[src/rtl/vx_tcu_tfr_sf_sched.sv]
// ---------------------------------------------------------------------------
// vx_tcu_tfr_sf_sched
// Step scheduler in front of the TCU TFR exponent/bias stage. Accepts one
// tile command, then gates operand steps from the operand fetch path into
// the FEDP datapath, tagging each step with its format, first/last flags and
// the MX block scale pair. Scale pairs are buffered in a small FIFO and one
// pair is consumed per MX block of BLK_STEPS steps (a short final block
// still consumes a pair). MXFP8 steps stall while the FIFO is empty.
//
// Ports:
//   clk, reset            clock, synchronous active-high reset
//   cmd_valid/cmd_ready   tile command handshake (cmd_fmtf, cmd_steps)
//   sf_valid_in/_ready_in scale pair push (sf_a_in, sf_b_in)
//   op_valid_in/ready_in  upstream operand step handshake
//   op_valid_out/ready_out datapath step handshake
//   fmtf, sf_a, sf_b      per-step format and scale pair
//   step_first, step_last step position flags
//   busy, done            activity and one-cycle completion pulse
//   sf_count              FIFO occupancy
//
// state | meaning
// ------+---------------------------------------------------------------
// IDLE  | waiting for a tile command; scale outputs neutral (127)
// RUN   | passing operand steps through, popping scale pairs per block
// DONE  | one-cycle done pulse, then back to IDLE
// ---------------------------------------------------------------------------
module vx_tcu_tfr_sf_sched #(
    parameter int         DEPTH     = 4,
    parameter int         BLK_STEPS = 4,
    parameter int         STEP_W    = 8,
    parameter logic [2:0] MXFP8_ID  = 3'd5
) (
    input  logic                      clk,
    input  logic                      reset,
    input  logic                      cmd_valid,
    input  logic [2:0]                cmd_fmtf,
    input  logic [STEP_W-1:0]         cmd_steps,
    output logic                      cmd_ready,
    input  logic                      sf_valid_in,
    input  logic [7:0]                sf_a_in,
    input  logic [7:0]                sf_b_in,
    output logic                      sf_ready_in,
    input  logic                      op_valid_in,
    output logic                      op_ready_in,
    output logic                      op_valid_out,
    input  logic                      op_ready_out,
    output logic [2:0]                fmtf,
    output logic [7:0]                sf_a,
    output logic [7:0]                sf_b,
    output logic                      step_first,
    output logic                      step_last,
    output logic                      busy,
    output logic                      done,
    output logic [$clog2(DEPTH):0]    sf_count
);

    localparam int PTR_W = $clog2(DEPTH);
    localparam int CNT_W = PTR_W + 1;
    localparam int BLK_W = (BLK_STEPS > 1) ? $clog2(BLK_STEPS) : 1;

    localparam logic [STEP_W-1:0] STEP_ONE = STEP_W'(1);
    localparam logic [BLK_W-1:0]  BLK_ONE  = BLK_W'(1);
    localparam logic [BLK_W-1:0]  BLK_MAX  = BLK_W'(BLK_STEPS - 1);
    localparam logic [PTR_W-1:0]  PTR_ONE  = PTR_W'(1);
    localparam logic [CNT_W-1:0]  CNT_ONE  = CNT_W'(1);
    localparam logic [CNT_W-1:0]  CNT_FULL = CNT_W'(DEPTH);
    localparam logic [7:0]        SF_NEUTRAL = 8'd127;

    typedef enum logic [1:0] {
        S_IDLE = 2'd0,
        S_RUN  = 2'd1,
        S_DONE = 2'd2
    } state_e;

    state_e             state_q, state_d;
    logic [2:0]         fmtf_q, fmtf_d;
    logic [STEP_W-1:0]  steps_q, steps_d;
    logic [STEP_W-1:0]  step_cnt_q, step_cnt_d;
    logic [BLK_W-1:0]   blk_cnt_q, blk_cnt_d;

    logic [7:0]         mem_a_q [DEPTH];
    logic [7:0]         mem_b_q [DEPTH];
    logic [PTR_W-1:0]   wr_ptr_q, rd_ptr_q;
    logic [CNT_W-1:0]   cnt_q, cnt_d;

    logic is_mx, sf_ok, in_run, fire, step_last_w, blk_last, push, pop;

    assign is_mx       = (fmtf_q == MXFP8_ID);
    assign sf_ok       = !is_mx || (cnt_q != '0);
    assign in_run      = (state_q == S_RUN);
    assign fire        = in_run && op_valid_in && op_ready_out && sf_ok;
    assign step_last_w = (step_cnt_q == (steps_q - STEP_ONE));
    assign blk_last    = (blk_cnt_q == BLK_MAX);

    // A full FIFO refuses the push even if a pop happens this cycle.
    assign sf_ready_in = (cnt_q != CNT_FULL);
    assign push        = sf_valid_in && sf_ready_in;
    // The last step of a tile closes a partial block, so it pops too.
    assign pop         = fire && is_mx && (blk_last || step_last_w);

    // ---------------- FSM ----------------
    always_ff @(posedge clk) begin
        if (reset) begin
            state_q    <= S_IDLE;
            fmtf_q     <= '0;
            steps_q    <= '0;
            step_cnt_q <= '0;
            blk_cnt_q  <= '0;
        end else begin
            state_q    <= state_d;
            fmtf_q     <= fmtf_d;
            steps_q    <= steps_d;
            step_cnt_q <= step_cnt_d;
            blk_cnt_q  <= blk_cnt_d;
        end
    end

    always_comb begin
        state_d      = state_q;
        fmtf_d       = fmtf_q;
        steps_d      = steps_q;
        step_cnt_d   = step_cnt_q;
        blk_cnt_d    = blk_cnt_q;
        cmd_ready    = 1'b0;
        op_valid_out = 1'b0;
        op_ready_in  = 1'b0;
        unique case (state_q)
            S_IDLE: begin
                cmd_ready = 1'b1;
                if (cmd_valid) begin
                    fmtf_d     = cmd_fmtf;
                    steps_d    = cmd_steps;
                    step_cnt_d = '0;
                    blk_cnt_d  = '0;
                    state_d    = (cmd_steps == '0) ? S_DONE : S_RUN;
                end
            end
            S_RUN: begin
                // Scale-factor stalls are hidden from the datapath.
                op_valid_out = op_valid_in && sf_ok;
                op_ready_in  = op_ready_out && sf_ok;
                if (fire) begin
                    step_cnt_d = step_cnt_q + STEP_ONE;
                    blk_cnt_d  = blk_last ? '0 : (blk_cnt_q + BLK_ONE);
                    if (step_last_w) begin
                        blk_cnt_d = '0;
                        state_d   = S_DONE;
                    end
                end
            end
            S_DONE: begin
                state_d = S_IDLE;
            end
            default: begin
                state_d = S_IDLE;
            end
        endcase
    end

    // ---------------- scale-factor FIFO ----------------
    always_ff @(posedge clk) begin
        if (push) begin
            mem_a_q[wr_ptr_q] <= sf_a_in;
            mem_b_q[wr_ptr_q] <= sf_b_in;
        end
    end

    always_comb begin
        cnt_d = cnt_q;
        unique case ({push, pop})
            2'b10:   cnt_d = cnt_q + CNT_ONE;
            2'b01:   cnt_d = cnt_q - CNT_ONE;
            default: cnt_d = cnt_q;
        endcase
    end

    always_ff @(posedge clk) begin
        if (reset) begin
            wr_ptr_q <= '0;
            rd_ptr_q <= '0;
            cnt_q    <= '0;
        end else begin
            if (push) wr_ptr_q <= wr_ptr_q + PTR_ONE;
            if (pop)  rd_ptr_q <= rd_ptr_q + PTR_ONE;
            cnt_q <= cnt_d;
        end
    end

    pop_on_empty: assert property (@(posedge clk) disable iff (reset) !(pop && (cnt_q == '0)));

    // ---------------- outputs ----------------
    assign fmtf       = fmtf_q;
    assign sf_a       = (state_q != S_IDLE && is_mx) ? mem_a_q[rd_ptr_q] : SF_NEUTRAL;
    assign sf_b       = (state_q != S_IDLE && is_mx) ? mem_b_q[rd_ptr_q] : SF_NEUTRAL;
    assign step_first = (step_cnt_q == '0);
    assign step_last  = step_last_w;
    assign busy       = (state_q != S_IDLE);
    assign done       = (state_q == S_DONE);
    assign sf_count   = cnt_q;

endmodule

[config.mk]
export PLATFORM = sky130hd
export DESIGN_NAME = vx_tcu_tfr_sf_sched
export DESIGN_NICKNAME = d
export VERILOG_FILES = /design/src/rtl/vx_tcu_tfr_sf_sched.sv
export SDC_FILE = /design/constraint.sdc
export NUM_CORES = 1
export LEC_CHECK = 0
export ABC_AREA = 1
export CAP_MARGIN = 20
export CORE_ASPECT_RATIO = 1.5
export CORE_MARGIN = 8
export CORE_UTILIZATION = 40
export CTS_CLUSTER_SIZE = 12
export DETAILED_ROUTE_END_ITERATION = 8
export PLACE_DENSITY = 0.73
export SLEW_MARGIN = 20
export SYNTH_ARGS = -nofsm -noshare
export SYNTH_HDL_FRONTEND = slang
export SYNTH_SLANG_ARGS = --single-unit
[constraint.sdc]
create_clock -name clk -period 3.6 [get_ports clk]
set_input_delay 0.9 -clock clk [delete_from_list [all_inputs] [get_ports clk]]
set_output_delay 0.9 -clock clk [all_outputs]
set_load 0.05 [all_outputs]
* Word level (Yosys, flattened, before mapping)
Memory sizes are Yosys's and may differ from the RTL's. A register that Yosys moved wholly into a read port is not among the register bits.
Cells that the tools add are included.
** Storage, ports and cells
- Bits in registers :: 30
- RAM bits :: 64
- Bits of input ports :: 33
- Output and inout bits :: 30
- Word-level logic and storage cells :: 75
- Memories kept :: 2
** Memory list
- mem_a_q :: words 4, width 8, rd ports 1, clocked after memory_dff 1, write ports 1, line 81 : logic [7:0] mem_a_q [DEPTH];
- mem_b_q :: words 4, width 8, rd ports 1, clocked after memory_dff 1, write ports 1, line 82 : logic [7:0] mem_b_q [DEPTH];
** Cells by class
- Add/subtract/negate cells :: 7
- Equality and inequality tests :: 11
- Mux-type cells :: 25
- Reductions and logical operators :: 22
** Operators with widths (number)
- two-way mux 8 bit :: 4
- two-way mux 2 bit :: 12
- logical NOT 8 bit :: 2
- one-hot mux 8 bit (2 select lines) :: 1
- logical AND 1 bit :: 9
- adder 8 x 1 -> 8 bit (second input constant) :: 1
- == test 8 bit :: 1
- one-hot mux 2 bit (2 select lines) :: 2
- subtractor 8 x 1 -> 8 bit (second input constant) :: 1
- adder 2 x 1 -> 2 bit (second input constant) :: 3
- == test 2 bit (second input constant) :: 3
- one-hot mux 3 bit (2 select lines) :: 1
- AND reduction 3 bit :: 2
- nonzero test 2 bit :: 3
- two-way mux 1 bit :: 5
- == test 2 x 1 -> 1 bit (second input constant) :: 2
- inequality test 2 x 1 -> 1 bit (second input constant) :: 2
- adder 3 x 1 -> 3 bit (second input constant) :: 1
- == test 3 bit (second input constant) :: 1
- inequality test 3 bit (second input constant) :: 1
- nonzero test 3 bit :: 1
- subtractor 3 x 1 -> 3 bit (second input constant) :: 1
- logical NOT 2 bit :: 1
- logical OR 1 bit :: 2
- other kinds (3) :: 3

* Logic depth before layout (Yosys ltp)
- Depth in word-level cells :: 8
- Depth in mapped cells :: 20
- Gate-level depth less buffers :: 20

* Least setup slack after synthesis
No wires, ideal clock.
- Path type :: reg-to-output
- From :: register (tool-made name)
- To :: output sf_a[0]
- Data arrival time :: 2593 ps
- Required time :: 2700 ps
- Slack :: 107 ps
- Stages on the path, launching flop included :: 5
- Buffers on the path :: 1
- Cell sequence :: dfxtp_1 -> inv_1 -> clkbuf_1 -> nor2_1 -> o311ai_0
** RTL lines
- to (decl) :: line 48 : output logic [7:0] sf_a,

* Worst setup path in the final report
- From :: register steps_q[0]
- To :: output step_last
** Between the ends
- Longest elaborated chain between the ends :: 2
** RTL lines
- from (decl) :: line 77 : logic [STEP_W-1:0] steps_q, steps_d;
- from (signal assigned) :: line 112 : steps_q <= steps_d;
- subtractor 8 x 1 -> 8 bit :: line 92 : assign step_last_w = (step_cnt_q == (steps_q - STEP_ONE));
- == test 8 bit :: line 92
- to (decl) :: line 51 : output logic step_last,
Every way passes these cells.

==> impl_metrics.py <==
metrics = {
    "place": {
        "placed_area_um2": 5030,
        "hpwlAfterDp_mm": 7.06,
        "portBuffers": 62,
        "gp_congestion": 0.864,
    },
    "sta": {
        "finalCriticalPeriod_ns": 3.12,
        "fmax_mhz": 320,
        "drv_slew": 0,
        "tns_ns": 0,
        "slew-limit-headroom_pct": 52.3,
        "fin_crit_sh_pct": 86.7,
        "rsz0062_at_grt": "no",
        "skew_ns": 0.00797,
        "tightest_slew_ns": 0.714,
        "hold_viol_final": 0,
        "finalSetupViolations": 0,
    },
    "setup_path": {
        "critical_path.max_stage_delay_ns": 0.41,
        "critical_path_class": "reg -> out",
        "path_cells": "inv_1 > ha_1 > nand2_1 > inv_1 > nor2_1 > nand2_1 > nor2_1 > nand3_1 > nor2_1 > nand3_2 > inv_1 > dlymetal6s2s_1",
        "critPathMaxFanout": 5,
        "crit_arrival_ns": 2.22,
        "path_delay_family": "simple AND/OR/NAND/NOR gates",
        "crit_slowest_cell": "dlymetal6s2s_1",
        "cp-start-kind": "flop",
        "crit_path_end_kind": "output port",
        "critPathRequiredTime_ns": 2.70,
        "crit_buf_inv": 4,
    },
    "clocking": {
        "post_cts_resized": 0,
        "cts_tree": "done",
        "ctsLongestPathBuffers": 2,
        "cts_max_level": 3,
        "clock-sinks": 96,
        "cts_root_buf": "clkbuf_16",
        "clock_latency_ns": 0.33,
        "numCtsBuffers": 9,
        "clkTransAtPathRegs_ns": 0.07,
        "postCtsHoldBufs": 0,
        "cts_setup_buffers": 0,
    },
    "synthesis": {
        "synth_edf_count": 64,
        "yosysWarnings": 0,
        "netlist_area_um2": 4260,
        "synth_area_leaders": "edfxtp_1 (45%), dfxtp_1 (15%), nor2_1 (9.3%)",
        "synth_ff_type": "edfxtp_1",
        "synth_seq_cells": 96,
        "synth_area_per_cell_um2": 9.61,
        "synth_cells": 443,
        "yosysTopAreaCell": "edfxtp_1",
        "synth_nets": 486,
        "synth_top_area_share_pct": 45.2,
        "synthArstFlopShare_pct": 0,
        "ys_seq_area_share_pct": 60.2,
        "synth.distinct_cells": 29,
    },
    "power_and_ir_drop": {
        "p_total_uw": 2580,
        "powerDensity_nw_per_um2": 482,
        "ir_drop_v": 0.000242,
        "p_leak_uw": 0.00209,
    },
    "global_route": {
        "grt.busiest_layer": "met2",
        "grt_pass1_wl_mm": 15.9,
        "overflow": 0,
        "grt_usage_pct": 14.3,
        "met2_usage_pct": 25.6,
        "grt_use_met1_pct": 15.0,
        "grtUsageMet3_pct": 3.43,
        "antenna_found_initial": 0,
        "grt_max_degree": 33,
        "grt_pass1_vias": 3356,
    },
    "floorplanning": {
        "ios": 63,
        "die_area_um2": 14300,
        "start_util_pct": 40.6,
        "die_height_um": 142,
        "core_um2": 10500,
        "die_x_um": 100,
        "row_count": 46,
    },
    "drt": {
        "drt_pass1_iterations": 4,
        "postRouteAntennaNets": 0,
        "routedWlPerCell_um": 14.9,
        "drtIter0Drc": 115,
        "routed_via_density": 4.99,
        "drc": 0,
        "via_count": 3299,
        "drt_wl_total_mm": 9.82,
    },
    "flow_run": {
        "cap_viol_max_count": 0,
    },
    "cells_and_area": {
        "n_antenna_cell": 0,
        "fin_nets": 555,
        "syn_to_final_growth_pct": 25.7,
        "layout-drive-gt1-share_pct": 10.6,
        "mostFrequentLayoutCell": "nor2_1",
        "fin_area_um2": 5350,
        "layout.cells.most_common_list": "nor2_1 (105), edfxtp_1 (64), inv_1 (48)",
    },
    "outcome": {
        "status": "completed",
    },
    "hold_path": {
        "hp-class": "reg -> reg",
    },
}
synth_stat cells (2+ instances only):
cell / count
o311ai_0: 13
o21ai_0: 44
nand2_4: 2
nand3_1: 11
nand2_2: 4
inv_1: 48
nand2_1: 46
ha_1: 9
a21oi_1: 25
inv_2: 2
nor4_1: 3
nor2_1: 105
clkbuf_1: 11
edfxtp_1: 64
dfxtp_1: 32
nor3_1: 6
xor2_1: 6
metrics by stage:
| stage | hold slack, ns | utilization, % | setup slack (ns) | instances |
|---|---|---|---|---|
| after detailed placement | 0.469 | 48.0 | 0.331 | 645 |
| after floorplan | 0.448 | - | 0.107 | 443 |
| after global placement | 0.462 | 48.0 | 0.491 | 645 |
| final | 0.482 | 51.1 | 0.478 | 661 |
| after CTS | 0.485 | 51.0 | 0.0728 | 661 |
| after global routing | 0.521 | 51.1 | 0.274 | 661 |
power breakdown:
part	internal (uW)	total, uW	leakage (uW)	switching [uW]
Sequential	1230	1260	0.000850	28.9
Combinational	112	310	0.00109	198
Clock	611	1000	0.000151	393
Total	1960	2580	0.00209	620
tightest hold or removal path, cell delays in order, from the launching register on:
cell,delay [ns]
dfxtp_1,0.31
inv_1,0.06
a21oi_1,0.06
kinds of logic after synthesis:
logic type / after synthesis / share of synthesized area (%)
xor gates and xnor gates: 6 / 1.23
and+or+nand+nor: 184 / 18.7
DFF: 96 / 60.2
adders and majority gates: 10 / 3.12
buffers and inverters: 64 / 5.70
AOI/OAI and AO/OA: 83 / 11.0
flip-flops by register name (all words and copies together) (netlist names), named ones only:
name        flops
mem_a_q        32
mem_b_q        32
step_cnt_q      8
steps_q         8
fmtf            3
sf_count        3
blk_cnt_q       2
rd_ptr_q        2
state_q         2
wr_ptr_q        2
area by class of cell:
cell class / instances / area [um^2]
fillers: 959 / 5130
flip-flops and latches: 96 / 2560
multi-input cells: 283 / 1450
repair buffers: 71 / 646
clock buffers: 10 / 229
inverters: 51 / 193
well taps: 144 / 180
clock inverters: 6 / 88.8
final timing paths:
check,endpoint,slack (ns),from,cells past startpoint
worst max-delay path,step_last,0.48,steps_q[0]$_SDFFE_PP0P_,12
worst min-delay path,fmtf[1]$_SDFFE_PP0P_,0.48,fmtf[1]$_SDFFE_PP0P_,2
worst max register to register,sf_count[2]$_SDFFE_PP0P_,0.71,steps_q[0]$_SDFFE_PP0P_,20
worst min register to register,fmtf[1]$_SDFFE_PP0P_,0.48,fmtf[1]$_SDFFE_PP0P_,2
metal layers:
layer	part of all wire, %	wire, um
met3	5.4	535
met1	40	3950
met2	51	5040
met5	0	0
met4	3.0	293
No activity file was read; power rests on OpenSTA's default activity.
